$ cat config.mk
export PLATFORM = sky130hd
export DESIGN_NAME = vc_address_tracker
export DESIGN_NICKNAME = d
export VERILOG_FILES = /design/src/rtl/vc_address_tracker.sv
export SDC_FILE = /design/constraint.sdc
export NUM_CORES = 1
export LEC_CHECK = 0
export BUFFER_PORTS_ARGS = -buffer_cell sky130_fd_sc_hd__buf_2
export CAP_MARGIN = 15
export CORE_UTILIZATION = 44
export DETAILED_ROUTE_END_ITERATION = 8
export PLACE_DENSITY = 0.71
export SLEW_MARGIN = 10
export SYNTH_ARGS = -nofsm -noshare
export SYNTH_HDL_FRONTEND = slang
export SYNTH_SLANG_ARGS = --single-unit
export TNS_END_PERCENT = 20
$ cat constraint.sdc
create_clock -name clk -period 1.9 [get_ports clk]
set_clock_uncertainty 0.1 [all_clocks]
set_input_delay 0.57 -clock clk [delete_from_list [all_inputs] [get_ports clk]]
set_output_delay 0.57 -clock clk [all_outputs]
set_load 0.01 [all_outputs]
$ cat src/rtl/vc_address_tracker.sv
// Per-virtual-channel packet boundary tracker: latches head length/address per VC and counts body flits down.
// Optional feature: define VC_TRACKER_STATS_EN to add per-VC completed-packet counters (pkt_count_o).
module vc_address_tracker #(
    parameter int NUM_VC     = 2,
    parameter int LEN_WIDTH  = 8,
    parameter int ADDR_WIDTH = 8,
    localparam int VC_W      = (NUM_VC > 1) ? $clog2(NUM_VC) : 1
) (
    input  logic                           clk,
    input  logic                           rst,
    input  logic                           pop_valid,
    input  logic [VC_W-1:0]                pop_vc,
    input  logic                           pop_head,
    input  logic [LEN_WIDTH-1:0]           pop_len,
    input  logic [ADDR_WIDTH-1:0]          pop_addr,
    output logic [ADDR_WIDTH-1:0]          flit_addr_o,
    output logic [NUM_VC-1:0]              vc_busy_o,
    output logic [NUM_VC*ADDR_WIDTH-1:0]   vc_addr_o,
    output logic [NUM_VC*LEN_WIDTH-1:0]    vc_remain_o,
`ifdef VC_TRACKER_STATS_EN
    output logic [NUM_VC*16-1:0]           pkt_count_o,
`endif
    output logic [2:0]                     err_o
);

    localparam logic [VC_W:0] NUM_VC_L = NUM_VC[VC_W:0];

    // Packed per-VC state so the flattened outputs carry VC0 in the LSBs.
    logic [NUM_VC-1:0][LEN_WIDTH-1:0]  remain_q, remain_d;
    logic [NUM_VC-1:0][ADDR_WIDTH-1:0] addr_q, addr_d;
    logic [2:0]                        err_q, err_d;
    logic                              vc_ok;
`ifdef VC_TRACKER_STATS_EN
    logic [NUM_VC-1:0][15:0]           count_q, count_d;
`endif

    always_comb begin
        vc_ok       = ({1'b0, pop_vc} < NUM_VC_L);
        remain_d    = remain_q;
        addr_d      = addr_q;
        err_d       = '0;
        flit_addr_o = '0;
`ifdef VC_TRACKER_STATS_EN
        count_d     = count_q;
`endif
        if (pop_valid) begin
            if (!vc_ok) begin
                err_d[2] = 1'b1;
            end else begin
                // Only the addressed VC is touched; all others hold.
                for (int v = 0; v < NUM_VC; v++) begin
                    if (pop_vc == VC_W'(v)) begin
                        if (pop_head) begin
                            flit_addr_o = pop_addr;
                            if (remain_q[v] != '0) err_d[0] = 1'b1;
                            remain_d[v] = pop_len;
                            addr_d[v]   = pop_addr;
`ifdef VC_TRACKER_STATS_EN
                            if (pop_len == '0) count_d[v] = count_q[v] + 16'd1;
`endif
                        end else if (remain_q[v] != '0) begin
                            flit_addr_o = addr_q[v];
                            remain_d[v] = remain_q[v] - LEN_WIDTH'(1);
`ifdef VC_TRACKER_STATS_EN
                            if (remain_q[v] == LEN_WIDTH'(1)) count_d[v] = count_q[v] + 16'd1;
`endif
                        end else begin
                            err_d[1] = 1'b1;
                        end
                    end
                end
            end
        end
    end

    always_ff @(posedge clk) begin
        if (rst) begin
            remain_q <= '0;
            addr_q   <= '0;
            err_q    <= '0;
`ifdef VC_TRACKER_STATS_EN
            count_q  <= '0;
`endif
        end else begin
            remain_q <= remain_d;
            addr_q   <= addr_d;
            err_q    <= err_d;
`ifdef VC_TRACKER_STATS_EN
            count_q  <= count_d;
`endif
        end
    end

    always_comb begin
        for (int v = 0; v < NUM_VC; v++) begin
            vc_busy_o[v] = (remain_q[v] != '0);
        end
    end

    assign vc_addr_o   = addr_q;
    assign vc_remain_o = remain_q;
    assign err_o       = err_q;
`ifdef VC_TRACKER_STATS_EN
    assign pkt_count_o = count_q;
`endif

endmodule

==> flow_summary.toml <==
[floorplanning]
io_pins = 66
die_area_mm2 = 0.00437
die_x_um = 66.1
initial_core_util = 0.476
core_mm2 = 0.00380
dieHeight_um = 66.1
rows = 22

[timing]
layout_min_cycle_time_ns = 2.39
slew_viol_final = 0
finalHoldViolCount = 0
final-setup-viol-count = 18
fmax_mhz = 419
timing.final.ws_setup_ns = -0.487
grt_setup_unrepaired = "yes"
min_period_over_period = 1.26
tns_ns = -4.78

[clock_network]
cts_made_buffers = 5
tritoncts = "yes"
clk_latency_ns = 0.28
cts-root-buf = "clkbuf_8"
cts_max_level = 2
clock_path_buffers = 2
path_clk_slew_ns = 0.07
cts-hold-fix-buffers = 0
clock-sinks = 34

[synth]
syn_area_mm2 = 0.00181
synth_compound_area_frac = 0.271
synth-xor-area-share = 0
synthArstFlopShare = 0
synth-simple-area-share = 0.238
syn-num-nets = 259
yosys_warnings = 0
synthAdderAreaFrac = 0.0207
ys.flop_type = "dfxtp_1"
ys_ff_latch = 34
muxShareOfSynthArea = 0.0505
avgSynthCellArea_um2 = 7.70
synthDistinctLibCells = 45
syn_inst = 235
synth_top_family_by_area = "compound AO/OA/AOI/OAI gates"
synth-edff-count = 0
ys_seq_area_frac = 0.376

[place]
gp_congestion = 0.870
io_buffers = 64
place_ws_ns = -0.334
dpl.hpwl_mm = 4.20

[worst_setup_path]
startpoint_type = "flip-flop"
required_ns = 1.23
worst-setup-path-type = "reg -> out"
ff2ff_setup_slack_ns = -0.23
critPathArrivalTime_ns = 1.72
crit_fanout = 8
r2r_start = "vc_remain_o[8]$_SDFFE_PP0P_"
cp-startpoint = "vc_remain_o[5]$_SDFFE_PP0P_"
end_kind = "output pin"

[finish]
antenna_cells = 0
syn2layout_area_growth_pct = 57.3
final_nets = 364
drive_gt1_frac = 0.453
layout_common_cells = "62 x buf_2, 39 x buf_4, 37 x nand2_1"
layout_commonest_cell = "buf_2"

[power]
ir_worst_vdd_mv = 0.514
p_leak_nw = 1.37
clockPowerShare = 0.305
combPwrFrac = 0.338
total_power_mw = 2.20
switching_share = 0.303
power_frac_seq = 0.357
power.density_mw_per_mm2 = 773
switchingPower_uw = 667
intPower_mw = 1.53

[detailed_routing]
drt-vias-per-instance = 5.54
antenna_left = 0
wire_per_inst_um = 14.8
drtPass1Iterations = 4
drt-initial-drc-count = 125
wl_mm = 5.75
vias = 2149
drc = 0

[global_route]
antenna_found_initial = 0
track_usage = 0.271
grt_max_degree = 21
grt.overflow.total = 0
grt_pass1_wl_mm = 9.07
first_global_vias = 1965

[worst_hold_path]
hp-class = "reg -> reg"
min-delay-start = "vc_addr_o[12]$_SDFFE_PP0P_"

[outcome]
status = "finished with violations"
violations = "negative setup slack"

[job]
drv_cap = 0
[routing by layer]
layer | track usage | part of all wire | wire length [um] | vias to the layer above
met5 | 0 | 0 | 0 | -
met4 | 0.0718 | 0.0097 | 56 | 0
met3 | 0.0500 | 0.045 | 260 | 8
met2 | 0.487 | 0.49 | 2820 | 68
met1 | 0.328 | 0.45 | 2610 | 1012
li1 | - | - | - | 1061
[worst max-delay path, cell delays in order (launching register included)]
cell and delay, ns:
dfxtp_2 0.33, nor4_4 0.34, a31oi_4 0.24, a221oi_2 0.32, nor2_1 0.06, buf_2 0.14
[state kept, by name, indices dropped and copies added, names as in the netlist]
register / cells
vc_remain_o: 16
vc_addr_o: 16
err_o: 2
[cells by family after synthesis]
| family | count (synthesis) |
|---|---|
| DFF | 34 |
| muxes | 9 |
| adders and majority gates | 3 |
| and+or+nand+nor | 90 |
| buffers and inverters | 19 |
| AOI/OAI and AO/OA | 79 |
| other | 1 |
[Yosys cell counts, types with 4 or more instances]
library cell	n	area [um^2]
dfxtp_1	34	681
mux2i_1	8	80.1
a221oi_1	8	70.1
nand2_1	39	146
inv_1	6	22.5
o21ai_0	26	130
nand2b_1	4	25.0
nor2_1	26	97.6
clkbuf_1	11	41.3
a21oi_1	25	125
[power groups by stage]
stage / combinational [mW] / sequential, mW / clock (mW)
3_5_place_dp: 0.626 / 0.799 / 0
3_3_place_gp: 0.616 / 0.797 / 0
5_1_grt: 0.798 / 0.789 / 0.709
6_report: 0.744 / 0.785 / 0.670
4_1_cts: 0.714 / 0.784 / 0.673
2_1_floorplan: 0.318 / 0.830 / 0
[worst paths after layout]
| kind | depth (start not counted) | end |
|---|---|---|
| worst max register to register | 5 | vc_remain_o[15]$_SDFFE_PP0P_ |
| worst min-delay path | 2 | vc_addr_o[12]$_SDFFE_PP0P_ |
| worst max-delay path | 5 | flit_addr_o[6] |
| worst min register to register | 2 | vc_addr_o[12]$_SDFFE_PP0P_ |
[what timing repair did]
| item | 4_1_cts | 5_1_grt |
|---|---|---|
| gates resized for setup | 20 | 8 |
| setup buffers | 5 | 1 |
| endpoints found under the setup margin | 17 | 18 |
| pin swaps | 9 | 11 |
[stage by stage]
stage,instance area (um^2),utilization,std cells,hold WS (ns)
final,2850,0.749,388,0.389
after global routing,2850,0.749,388,0.401
after CTS,2810,0.739,388,0.388
after detailed placement,2580,0.679,377,0.378
after global placement,2580,0.679,377,0.371
after floorplan,1910,-,235,0.387
[area by class of cell]
cell class,count,area (um^2)
fill,305,952
sequential,34,688
clock buffer,6,82.6
clock inverter,1,30.0
multi-input combinational,182,1230
timing repair buffer,111,733
inverter,6,22.5
tap,48,60.1
Power figures use the tool's default switching activity.
